==> src/rtl/apb_pwm_pkg.sv <==
// Register map constants and address decode helpers for the APB PWM array.
package apb_pwm_pkg;

  localparam logic [7:0]  OFF_CTRL   = 8'h00;
  localparam logic [7:0]  OFF_STATUS = 8'h04;
  localparam logic [7:0]  OFF_INTEN  = 8'h08;
  localparam logic [7:0]  CH_BASE    = 8'h10;
  localparam int unsigned CH_STRIDE  = 8;

  typedef enum logic [2:0] {
    REG_NONE,
    REG_CTRL,
    REG_STATUS,
    REG_INTEN,
    REG_PERIOD,
    REG_DUTY
  } reg_kind_e;

  function automatic logic [4:0] ch_index(input logic [7:0] off);
    return 5'((off - CH_BASE) / 8'(CH_STRIDE));
  endfunction

  // Misaligned offsets and channels beyond num_ch decode as REG_NONE.
  function automatic reg_kind_e decode_reg(input logic [7:0] off, input int unsigned num_ch);
    reg_kind_e kind;
    kind = REG_NONE;
    if (off[1:0] == 2'b00) begin
      if (off == OFF_CTRL)
        kind = REG_CTRL;
      else if (off == OFF_STATUS)
        kind = REG_STATUS;
      else if (off == OFF_INTEN)
        kind = REG_INTEN;
      else if ((off >= CH_BASE) && (32'(ch_index(off)) < num_ch))
        kind = off[2] ? REG_DUTY : REG_PERIOD;
    end
    return kind;
  endfunction

endpackage

==> src/rtl/apb_pwm_array_channel.sv <==
// One PWM channel: counter, active (shadowed) period/duty and registered output.
module pwm_channel #(
  parameter int unsigned CNT_W      = 24,
  parameter int unsigned RST_PERIOD = 0,
  parameter int unsigned RST_DUTY   = 0
) (
  input  logic             clk,
  input  logic             rst_n,
  input  logic             en,
  input  logic [CNT_W-1:0] pend_period,
  input  logic [CNT_W-1:0] pend_duty,
  output logic             pwm,
  output logic             wrap
);

  logic [CNT_W-1:0] count;
  logic [CNT_W-1:0] act_period;
  logic [CNT_W-1:0] act_duty;

  assign wrap = en && (count == act_period);

  always_ff @(posedge clk or negedge rst_n) begin
    if (!rst_n) begin
      count      <= '0;
      act_period <= CNT_W'(RST_PERIOD);
      act_duty   <= CNT_W'(RST_DUTY);
      pwm        <= 1'b0;
    end else if (!en) begin
      count      <= '0;
      act_period <= pend_period;
      act_duty   <= pend_duty;
      pwm        <= 1'b0;
    end else begin
      pwm <= (count < act_duty);
      if (wrap) begin
        count      <= '0;
        act_period <= pend_period;
        act_duty   <= pend_duty;
      end else begin
        count <= count + CNT_W'(1);
      end
    end
  end

endmodule

==> src/rtl/apb_pwm_array.sv <==
// APB3 slave with NUM_CH shadowed PWM channels, sticky period-complete flags and IRQ.
module apb_pwm_array
  import apb_pwm_pkg::*;
#(
  parameter int unsigned NUM_CH     = 4,
  parameter int unsigned CNT_W      = 24,
  parameter int unsigned RST_PERIOD = 0,
  parameter int unsigned RST_DUTY   = 0
) (
  input  logic              PCLK,
  input  logic              PRESERN,
  input  logic              PSEL,
  input  logic              PENABLE,
  input  logic              PWRITE,
  input  logic [31:0]       PADDR,
  input  logic [31:0]       PWDATA,
  output logic [31:0]       PRDATA,
  output logic              PREADY,
  output logic              PSLVERR,
  output logic [NUM_CH-1:0] pwm_out,
  output logic              IRQ
);

  logic [7:0]       off;
  reg_kind_e        kind;
  logic [4:0]       idx;
  logic             wr;
  logic [NUM_CH-1:0] ctrl, status, inten, wrap_vec, w1c;
  logic [CNT_W-1:0] pend_period [NUM_CH];
  logic [CNT_W-1:0] pend_duty   [NUM_CH];
  logic [31:0]      rdata;
  logic             unused_bits;

  assign off         = PADDR[7:0];
  assign kind        = decode_reg(off, NUM_CH);
  assign idx         = ch_index(off);
  assign wr          = PSEL & PENABLE & PWRITE & (kind != REG_NONE);
  assign PSLVERR     = PSEL & PENABLE & (kind == REG_NONE);
  assign PREADY      = 1'b1;
  assign unused_bits = ^{PADDR[31:8], PWDATA};
  assign w1c         = (wr && (kind == REG_STATUS)) ? PWDATA[NUM_CH-1:0] : '0;

  always_ff @(posedge PCLK or negedge PRESERN) begin
    if (!PRESERN) begin
      ctrl   <= '0;
      inten  <= '0;
      status <= '0;
      IRQ    <= 1'b0;
    end else begin
      if (wr && (kind == REG_CTRL))  ctrl  <= PWDATA[NUM_CH-1:0];
      if (wr && (kind == REG_INTEN)) inten <= PWDATA[NUM_CH-1:0];
      // OR-ing wraps after the clear makes a same-cycle set win over W1C.
      status <= (status & ~w1c) | wrap_vec;
      IRQ    <= |(status & inten);
    end
  end

  always_ff @(posedge PCLK or negedge PRESERN) begin
    if (!PRESERN) begin
      for (int unsigned i = 0; i < NUM_CH; i++) begin
        pend_period[i] <= CNT_W'(RST_PERIOD);
        pend_duty[i]   <= CNT_W'(RST_DUTY);
      end
    end else begin
      for (int unsigned i = 0; i < NUM_CH; i++) begin
        if (wr && (32'(idx) == i)) begin
          if (kind == REG_PERIOD) pend_period[i] <= PWDATA[CNT_W-1:0];
          if (kind == REG_DUTY)   pend_duty[i]   <= PWDATA[CNT_W-1:0];
        end
      end
    end
  end

  always_comb begin
    rdata = '0;
    if (PSEL && !PWRITE && PRESERN) begin
      case (kind)
        REG_CTRL:   rdata = 32'(ctrl);
        REG_STATUS: rdata = 32'(status);
        REG_INTEN:  rdata = 32'(inten);
        REG_PERIOD, REG_DUTY: begin
          for (int unsigned i = 0; i < NUM_CH; i++) begin
            if (32'(idx) == i)
              rdata = (kind == REG_PERIOD) ? 32'(pend_period[i]) : 32'(pend_duty[i]);
          end
        end
        default: rdata = '0;
      endcase
    end
  end

  assign PRDATA = rdata;

  for (genvar g = 0; g < NUM_CH; g++) begin : g_ch
    pwm_channel #(
      .CNT_W      (CNT_W),
      .RST_PERIOD (RST_PERIOD),
      .RST_DUTY   (RST_DUTY)
    ) u_ch (
      .clk         (PCLK),
      .rst_n       (PRESERN),
      .en          (ctrl[g]),
      .pend_period (pend_period[g]),
      .pend_duty   (pend_duty[g]),
      .pwm         (pwm_out[g]),
      .wrap        (wrap_vec[g])
    );
  end

endmodule

==> config.mk <==
export PLATFORM = sky130hd
export DESIGN_NAME = apb_pwm_array
export DESIGN_NICKNAME = d
export VERILOG_FILES = /design/src/rtl/apb_pwm_pkg.sv /design/src/rtl/apb_pwm_array_channel.sv /design/src/rtl/apb_pwm_array.sv
export SDC_FILE = /design/constraint.sdc
export NUM_CORES = 1
export LEC_CHECK = 0
export BUFFER_PORTS_ARGS = -buffer_cell sky130_fd_sc_hd__buf_2
export CAP_MARGIN = 25
export CORE_UTILIZATION = 46
export DETAILED_ROUTE_END_ITERATION = 7
export SYNTH_ARGS = -nofsm -noshare
export SYNTH_HDL_FRONTEND = slang
export SYNTH_SLANG_ARGS = --single-unit
==> constraint.sdc <==
create_clock -name PCLK -period 5.5 [get_ports PCLK]
set_input_delay 0.275 -clock PCLK [delete_from_list [all_inputs] [get_ports PCLK]]
set_output_delay 0.275 -clock PCLK [all_outputs]
set_load 0.01 [all_outputs]
==> metrics.md <==
| Metric | Value |
|---|---|
| Register area share after synthesis | `0.504` |
| DP HPWL | `50100 um` |
| Final net count | `2346` |
| Via density | `5.66` |
| CTS root buf | `clkbuf_16` |
| Filler Cell Count | `4675` |
| Status | `complete, but fails checks` |
| TritonRoute pass-1 iters | `7` |
| Core area | `52800 um2` |
| DRC | `28` |
| Die extent in y | `234 um` |
| Vias in the first global route | `16775` |
| Final setup fails | `0` |
| Area growth from synthesis to layout | `11.7%` |
| Worst Tran Pin Value | `0.974 ns` |
| Wirelength, routed | `69100 um` |
| P per Cell Area | `323 nW/um2` |
| Worst Path Arrival | `3.17 ns` |
| Hold Crit Class | `input pin to register` |
| VDD IR-drop max | `0.269 mV` |
| Number of synthesized register bits | `497` |
| Comb power frac | `0.159` |
| Max Freq | `0.291 GHz` |
| IO Pins | `108` |
| Flop-to-flop setup slack | `2.23 ns` |
| Fin. max-slew vios | `0` |
| Post-Synthesis Cells | `2123` |
| CTS tree | `yes` |
| Clk buf depth | `3` |
| Finished Core Util | `0.523` |
| LEAKAGE | `0.0134 uW` |
| Max H-tree Level | `2` |
| Mapped Avg Cell Area | `11.6 um2` |
| Post-synth top flop | `dfrtp_1` |
| Final period util | `0.626` |
| Internal Pwr Total | `6440 uW` |
| Num rows | `84` |
| Fin crit period | `3.44 ns` |
| Tot GR Track Use | `0.259` |
| Largest net degree at the start of global routing | `173` |
| Clock transition at the registers of the reported paths | `0.06 ns` |
| Clock Latency Late Sink | `0.61 ns` |
| Iteration-0 DRC Markers | `1178` |
| Setup repair bufs after CTS | `0` |
| Antenna violations before repair | `2` |
| Net Sw Frac | `0.277` |
| Crit path launch type | `input pin` |
| GR Overflow Total | `0` |
| Crit path max fanout | `35` |
| Yosys warns | `0` |
| Post-synth EDFFs | `0` |
| Yosys cell types | `52` |
| CTS resizes | `0` |
| Final Hold Violating Endpoints | `0` |
| CP required | `5.22 ns` |
| Synthesized area | `24700 um2` |
| Post-route clock skew | `0.0361 ns` |
| First-pass GRT wire length | `104000 um` |
| Slew HR | `0.350` |
| Initial Util | `0.468` |
| Via count | `16454` |
| Seq pwr share | `0.426` |
| Buffers added on ports | `66` |
| Net Switching | `2470 uW` |
| Setup CP Type | `input pin to primary output` |
| Routed Antenna Nets | `0` |
| Sink Count | `497` |
| Max-cap violations | `0` |
| RSZ-0062 raised after global routing | `no` |
| Clock power share | `0.415` |
| CTS Buf Count | `53` |
| Overall die width | `234 um` |
| Failing checks | `design-rule violations` |
| Proportion of layout cells with a drive suffix above 1 | `0.264` |
| Fin Setup TNS | `0 ns` |
| Placer Congestion | `0.950` |
| Post-synth ARST share | `1.00` |
| Wire length per cell | `23.8 um` |
| Crit. End Element | `primary output` |
| Die area | `54600 um2` |
==> critical path: stages <==
cell      delay, ns
buf_2          0.11
clkinv_1       0.21
ha_1           0.20
nor3b_1        0.47
nand2_1        0.35
nand4_1        0.22
buf_4          0.40
a221oi_1       0.10
nor3_1         0.48
a21o_1         0.18
buf_2          0.14
==> metal layers <==
layer,GRT usage,part of all wire,vias to the layer above
met2,0.422,0.48,362
met5,0,0,-
met4,0.0749,0.026,0
met3,0.0477,0.054,102
met1,0.351,0.44,8460
li1,-,-,7530
==> power groups by stage <==
stage / logic [uW] / registers [uW] / clock network [uW]
floorplan: 1000 / 3830 / 0
global placement: 1390 / 3860 / 0
detailed placement: 1400 / 3860 / 0
CTS: 1410 / 3790 / 3790
global route: 1530 / 3800 / 3930
finish: 1410 / 3790 / 3700
==> cells in the mapped netlist (all sizes together) (5+ instances only) <==
library cell,count,area (um2)
nor3,40,200
and4,10,87.6
clkbuf,70,263
mux2,396,4500
a21o,12,90.1
nand3,82,410
a21oi,59,295
nor2b,10,62.6
nand2,85,322
or4,5,37.5
nor4,24,169
nand4,44,275
xnor2,110,963
ha,98,1230
xor2,74,648
nand2b,7,43.8
and3,20,125
nor2,154,578
dfrtp,497,12400
inv,108,405
mux2i,48,480
a211oi,7,52.6
a31oi,33,206
buf,37,216
a221oi,8,70.1
o211ai,5,37.5
o21ai,46,230
==> cell families after synthesis <==
logic type,after synthesis,synth area share
multiplexers,444,0.202
XOR/XNOR,184,0.0653
other,2,0.000304
AO/OA/AOI/OAI,190,0.0471
flip-flops,497,0.504
adder cells (fa/ha/maj),98,0.0497
AND/OR/NAND/NOR,491,0.0964
buffers and inverters,217,0.0361
==> layout make-up <==
cell class,count,area (um2),area share
sequential,497,12400,0.451
multi-input combinational,1416,11400,0.414
clock buffer,72,1520,0.0551
tap,688,861,0.0312
timing repair buffer,101,628,0.0228
inverter,110,413,0.0150
clock inverter,22,285,0.0103
antenna,1,2.50,0.0000908
==> flip-flops by register name, summed over array words and instances, names as in the netlist <==
register / flops
g_ch.u_ch.act_duty: 96
g_ch.u_ch.act_period: 96
g_ch.u_ch.count: 96
pend_duty: 96
pend_period: 96
ctrl: 4
g_ch.u_ch.pwm: 4
inten: 4
status: 4
IRQ: 1
==> repair_timing <==
action | CTS | global route
endpoints found under the setup margin | 0 | 0
hold buffers | 1 | 0
hold endpoints to repair | 53 | 0
==> path summary, 6_finish.rpt <==
check | from | endpoint | cells after the start
max | PADDR[4] | PRDATA[1] | 11
min | PWDATA[2] | ctrl[2]$_DFFE_PN0P_ | 3
max reg2reg | g_ch[2].u_ch.count[0]$_DFF_PN0_ | g_ch[2].u_ch.act_duty[22]$_DFFE_PN0P_ | 7
min reg2reg | g_ch[2].u_ch.act_duty[17]$_DFFE_PN0P_ | g_ch[2].u_ch.act_duty[17]$_DFFE_PN0P_ | 1
max in group asynchronous | PRESERN | pend_period[20]$_DFFE_PN0P_ | 4
min in group asynchronous | PRESERN | pend_period[80]$_DFFE_PN0P_ | 2
==> stage by stage <==
step | total power [uW] | area (um2) | hold slack, ns | setup WS [ns] | std cells
finish | 8910 | 27600 | 0.111 | 2.06 | 2907
CTS | 8990 | 27500 | 0.0797 | 2.06 | 2905
global route | 9260 | 27600 | 0.0996 | 1.90 | 2906
detailed placement | 5260 | 25700 | 0.245 | 1.99 | 2810
global placement | 5250 | 25700 | 0.236 | 1.96 | 2809
floorplan | 4840 | 24700 | -0.0206 | 2.55 | 2130
==> placed cells by master (no fill, tap or decap), drive strengths merged, types with 2 or more instances in the layout <==
master,synthesis,layout
dfrtp,497,497
mux2,396,396
nor2,154,154
xnor2,110,110
inv,108,108
buf,37,100
ha,98,98
nand2,85,85
nand3,82,82
xor2,74,74
clkbuf,70,72
a21oi,59,59
mux2i,48,48
o21ai,46,46
nand4,44,44
nor3,40,40
a31oi,33,33
nor4,24,24
and3,20,20
clkinv,2,14
a21o,12,12
and4,10,10
nor2b,10,10
conb,2,9
a221oi,8,8
nand2b,7,7
a211oi,7,7
bufinv,0,6
o211ai,5,5
or4,5,5
o21a,4,4
o22ai,4,4
clkinvlp,0,4
and2,3,3
a2111oi,3,3
or2,2,2
a211o,2,2
a22oi,2,2
nand3b,2,2
No activity file was read; power rests on OpenSTA's default activity.
